`src/rtl/mode_counter_pkg.sv`:
```
// mode_counter_pkg
//   Shared definitions for the mode_counter block: end-of-count mode encoding.
package mode_counter_pkg;

  // End-of-count behaviour. The reserved encoding behaves as wrap.
  typedef enum logic [1:0] {
    MODE_WRAP    = 2'b00,
    MODE_SAT     = 2'b01,
    MODE_ONESHOT = 2'b10,
    MODE_RSVD    = 2'b11
  } mode_e;

endpackage

```
`src/rtl/mode_counter_tick_gen.sv`:
```
// tick_gen
//   Prescaler for mode_counter. Produces a one-cycle tick every
//   i_prescale+1 enabled cycles.
// Ports:
//   i_clk       system clock, rising edge
//   i_reset     asynchronous, active-high reset
//   i_en        enable; prescaler holds while low
//   i_clear     synchronous clear of the prescaler (driven by load)
//   i_prescale  interval minus one
//   o_tick      combinational tick, valid in the cycle it qualifies
module tick_gen
  import mode_counter_pkg::*;
#(
  parameter int PRESCALE_W = 4
) (
  input  logic                  i_clk,
  input  logic                  i_reset,
  input  logic                  i_en,
  input  logic                  i_clear,
  input  logic [PRESCALE_W-1:0] i_prescale,
  output logic                  o_tick
);

  logic [PRESCALE_W-1:0] r_pre_cnt;
  logic                  w_tick;

  // Equality compare only: if prescale drops below the running count, the
  // counter runs on and wraps before the next tick rather than firing early.
  assign w_tick = i_en && (r_pre_cnt == i_prescale);
  assign o_tick = w_tick;

  always_ff @(posedge i_clk or posedge i_reset) begin
    if (i_reset) begin
      r_pre_cnt <= '0;
    end else if (i_clear) begin
      r_pre_cnt <= '0;
    end else if (i_en) begin
      if (w_tick) r_pre_cnt <= '0;
      else        r_pre_cnt <= r_pre_cnt + PRESCALE_W'(1);
    end
  end

endmodule

```
`src/rtl/mode_counter.sv`:
```
// mode_counter
//   Parametrised up/down counter with runtime modulus, prescaler,
//   synchronous load and wrap / saturate / one-shot end-of-count modes.
// Ports:
//   i_clk, i_reset       clock (rising) and async active-high reset
//   i_en                 count enable, gates the prescaler
//   i_up                 1 = increment, 0 = decrement
//   i_load, i_load_val   synchronous load strobe and value
//   i_max_val            modulus top, count range 0..max_val
//   i_mode               00 wrap, 01 saturate, 10 one-shot, 11 as wrap
//   i_prescale           tick every prescale+1 enabled cycles
//   o_count              registered count
//   o_tc                 one-cycle pulse when count moves onto the terminal value
//   o_done               sticky one-shot completion flag
module mode_counter
  import mode_counter_pkg::*;
#(
  parameter int WIDTH      = 8,
  parameter int PRESCALE_W = 4
) (
  input  logic                  i_clk,
  input  logic                  i_reset,
  input  logic                  i_en,
  input  logic                  i_up,
  input  logic                  i_load,
  input  logic [WIDTH-1:0]      i_load_val,
  input  logic [WIDTH-1:0]      i_max_val,
  input  logic [1:0]            i_mode,
  input  logic [PRESCALE_W-1:0] i_prescale,
  output logic [WIDTH-1:0]      o_count,
  output logic                  o_tc,
  output logic                  o_done
);

  logic [WIDTH-1:0] r_count;
  logic             r_tc;
  logic             r_done;

  mode_e            w_mode;
  logic             w_tick;
  logic             w_oneshot;
  logic             w_advance;
  logic             w_hit;
  logic [WIDTH-1:0] w_next;
  logic [WIDTH-1:0] w_target;

  tick_gen #(
    .PRESCALE_W (PRESCALE_W)
  ) u_tick_gen (
    .i_clk      (i_clk),
    .i_reset    (i_reset),
    .i_en       (i_en),
    .i_clear    (i_load),
    .i_prescale (i_prescale),
    .o_tick     (w_tick)
  );

  assign w_mode    = mode_e'(i_mode);
  assign w_oneshot = (w_mode == MODE_ONESHOT);
  assign w_target  = i_up ? i_max_val : '0;

  // Ticks while a one-shot is done are swallowed here; the prescaler still runs.
  assign w_advance = w_tick && !(w_oneshot && r_done);

  // ">=" rather than "==" so a loaded value above max_val is pulled back in
  // range by the next up-tick instead of incrementing further.
  always_comb begin
    w_next = r_count;
    if (i_up) begin
      if (r_count < i_max_val)
        w_next = r_count + WIDTH'(1);
      else if (w_mode == MODE_SAT || w_mode == MODE_ONESHOT)
        w_next = i_max_val;
      else
        w_next = '0;
    end else begin
      if (r_count != '0)
        w_next = r_count - WIDTH'(1);
      else if (w_mode == MODE_WRAP || w_mode == MODE_RSVD)
        w_next = i_max_val;
      else
        w_next = '0;
    end
  end

  // Terminal events require an actual change, so holding at the limit is silent.
  assign w_hit = (w_next != r_count) && (w_next == w_target);

  always_ff @(posedge i_clk or posedge i_reset) begin
    if (i_reset) begin
      r_count <= '0;
      r_tc    <= 1'b0;
      r_done  <= 1'b0;
    end else if (i_load) begin
      r_count <= i_load_val;
      r_tc    <= 1'b0;
      r_done  <= 1'b0;
    end else if (w_advance) begin
      r_count <= w_next;
      r_tc    <= w_hit;
      if (w_oneshot && w_hit) r_done <= 1'b1;
    end else begin
      r_tc <= 1'b0;
    end
  end

  assign o_count = r_count;
  assign o_tc    = r_tc;
  assign o_done  = r_done;

endmodule

```
`config.mk`:
```
export PLATFORM = sky130hd
export DESIGN_NAME = mode_counter
export DESIGN_NICKNAME = d
export VERILOG_FILES = /design/src/rtl/mode_counter_pkg.sv /design/src/rtl/mode_counter_tick_gen.sv /design/src/rtl/mode_counter.sv
export SDC_FILE = /design/constraint.sdc
export NUM_CORES = 1
export LEC_CHECK = 0
export CORE_MARGIN = 4
export CORE_UTILIZATION = 25
export DETAILED_ROUTE_END_ITERATION = 7
export GPL_TIMING_DRIVEN = 0
export REMOVE_ABC_BUFFERS = 1
export SKIP_CTS_REPAIR_TIMING = 1
export SYNTH_ARGS = -nofsm -noshare
export SYNTH_HDL_FRONTEND = slang
export SYNTH_SLANG_ARGS = --single-unit
```
`constraint.sdc`:
```
create_clock -name i_clk -period 4.2 [get_ports i_clk]
set_clock_uncertainty 0.2 [all_clocks]
set_input_delay 0.42 -clock i_clk [delete_from_list [all_inputs] [get_ports i_clk]]
set_output_delay 0.42 -clock i_clk [all_outputs]
set_load 0.05 [all_outputs]
```
==> impl_metrics.env <==
export IMPL_status="completed"
export IMPL_initial_core_util=0.2611
export IMPL_n_fill_cell=910
export IMPL_htree_num_levels=1
export IMPL_yosys_area_top_type_share=0.1601
export IMPL_ys_seq_elements=14
export IMPL_fin_crit_sh=0.9770
export IMPL_cts_root_buf="clkbuf_8"
export IMPL_path_clk_slew_ps=60
export IMPL_hold_viol_final=0
export IMPL_setup_slack_ps=96.74
export IMPL_grt_pass1_wl_mm=12.34
export IMPL_yosys_top_cells_count="28 x a21oi_1, 28 x nand2_1, 24 x nor2_1"
export IMPL_rsz0062_at_grt="no"
export IMPL_vias=2648
export IMPL_boundaryPins=37
export IMPL_end_kind="flip-flop"
export IMPL_post_place_ws_ps=-482.3
export IMPL_antenna_found_initial=0
export IMPL_crit_fanout=8
export IMPL_post_dp_cell_area_um2=2611
export IMPL_final_util=0.3250
export IMPL_yosys_area_top_type="dfrtp_1"
export IMPL_slew_violations=0
export IMPL_track_usage=0.1455
export IMPL_clkLatencyLatePin_ps=250
export IMPL_overflow=0
export IMPL_place_gp_congestion=0.9784
export IMPL_firstDrtPassIters=5
export IMPL_max_slew_margin_rel=0.3913
export IMPL_peakVddDrop_mv=0.1234
export IMPL_p_per_area_nw_per_um2=254.9
export IMPL_die_area_um2=10310
export IMPL_die_h_um=101.6
export IMPL_cts_sinks=14
export IMPL_ys_async_sr_fraction=1.000
export IMPL_vias_per_cell=5.977
export IMPL_leakage_nw=1.084
export IMPL_critPathKind="in2reg"
export IMPL_synth_edff_count=0
export IMPL_start_kind="input pin"
export IMPL_cap_viol_max_count=0
export IMPL_ys_types=58
export IMPL_wirelength_mm=7.472
export IMPL_yosysWarnings=0
export IMPL_dr_first_iter_drc_count=282
export IMPL_seq_area_frac_synth=0.1601
export IMPL_synth_area_leaders="dfrtp_1 16%, ha_1 6.9%, a21oi_1 6.4%"
export IMPL_crit_arrival_ps=4070
export IMPL_stdcell_area_um2=2724
export IMPL_dp_hpwl_mm=5.530
export IMPL_holdCritPathClass="reg2reg"
export IMPL_finalCriticalPeriod_ps=4103
export IMPL_ant_nets=0
export IMPL_tightestPinTransition_ps=910.2
export IMPL_synthFlopType="dfrtp_1"
export IMPL_syn_to_final_growth_pct=24.47
export IMPL_grt_max_degree=25
export IMPL_remaining_drc_errors=0
export IMPL_syn_avg_cell_area_um2=6.947
export IMPL_cts_tree="done"
export IMPL_setup_violations=0
export IMPL_critical_path_required_ps=4160
export IMPL_cts_buffers=3
export IMPL_core_um2=8382
export IMPL_clockBufferDepth=2
export IMPL_synthCells=315
export IMPL_post_drt_wl_per_cell_um=16.87
export IMPL_portBuffers=36
export IMPL_die_w_um=101.6
export IMPL_antenna_cells=0
export IMPL_fin_nets=378
export IMPL_syn_area_um2=2188
export IMPL_drive_above_1_share=0.07396
export IMPL_regArea_um2=352.8
export IMPL_first_global_vias=2482
export IMPL_multi_input_area_um2=1719
export IMPL_fmax_mhz=243.7
export IMPL_rows=33
## metal layers
| metal | routed length [um] | track usage | vias up |
|---|---|---|---|
| met3 | 751 | 0.02893 | 14 |
| met4 | 99 | 0.02863 | 0 |
| met2 | 3304 | 0.2269 | 162 |
| met1 | 3318 | 0.2082 | 1237 |
| met5 | 0 | 0 | - |
| li1 | - | - | 1235 |
## worst paths after layout
| kind | cells after the start | slack [ps] | endpoint | start |
|---|---|---|---|---|
| max reg2reg | 10 | 170 | o_done | o_count[1] |
| min | 1 | 310 | u_tick_gen.r_pre_cnt[3] | u_tick_gen.r_pre_cnt[3] |
| min in group asynchronous | 2 | 320 | o_count[6] | i_reset |
| min reg2reg | 1 | 310 | u_tick_gen.r_pre_cnt[3] | u_tick_gen.r_pre_cnt[3] |
| max | 11 | 100 | o_done | i_max_val[2] |
| max in group asynchronous | 2 | 3070 | o_count[0] | i_reset |
## placed cells by master (no fill, tap or decap), types with 2 or more instances in the layout
cell / count
nor3_1: 8
o211a_1: 2
a211oi_1: 4
dfrtp_2: 2
nand4_1: 5
xor2_1: 7
o21ai_0: 17
a211o_1: 2
a21oi_1: 27
o2111ai_1: 5
buf_4: 3
and3_1: 5
nor2b_1: 2
a31oi_1: 6
or4_4: 2
o31ai_2: 2
or3_1: 4
nand2b_1: 6
o31ai_1: 5
mux2_2: 3
nor2_1: 24
or4_1: 5
xnor2_1: 6
or2_1: 2
mux2i_1: 2
clkbuf_8: 4
o22ai_1: 3
clkdlybuf4s50_1: 36
a32o_1: 2
nand3_1: 12
nor4_1: 4
dfrtp_1: 12
inv_1: 21
nand2_1: 28
a21o_1: 4
o211ai_1: 6
a221oi_1: 3
o21ai_1: 12
ha_1: 12
## area by class of cell
class	count	share of cell area
flip-flops and latches	14	0.1295
clock buffers	4	0.02021
repair buffers	39	0.1406
well taps	105	0.04823
inverters	22	0.03032
multi-input cells	259	0.6311
## sequential cells by signal (all words and copies together), names as in the netlist
register / flops
o_tc: 1
u_tick_gen.r_pre_cnt: 4
o_count: 8
o_done: 1
## power by group
part | switching (W) | internal [W]
Clock | 0.0000555 | 0.0000832
Sequential | 0.0000423 | 0.000144
Combinational | 0.000220 | 0.000149
## per-stage QoR
stage	std cells	setup TNS, ps	total power (W)	hold WS, ps
floorplan	295	-170.0	0.0004139	109.2
global placement	436	-2151	0.0005354	294.5
detailed placement	437	-836.7	0.0005377	302.1
CTS	441	-367.6	0.0006806	310.7
global route	443	0	0.0007434	368.5
finish	443	0	0.0006943	307.6
## worst max-delay path, cell delays in order
cell,delay (ps)
clkdlybuf4s50_1,590
inv_1,100
ha_1,280
or3_1,90
o211ai_1,160
a221oi_4,480
nor2_1,250
o311a_1,380
or4_1,560
or4_4,530
o31ai_2,220
## kinds of logic after synthesis
family,Yosys count,share of synthesized area
muxes,5,0.02458
DFF,14,0.1601
adders and majority gates,12,0.06861
AOI/OAI and AO/OA,114,0.3448
xor gates and xnor gates,13,0.05203
and+or+nand+nor,115,0.2773
buffers and inverters,42,0.07261
Power figures use the tool's default switching activity.
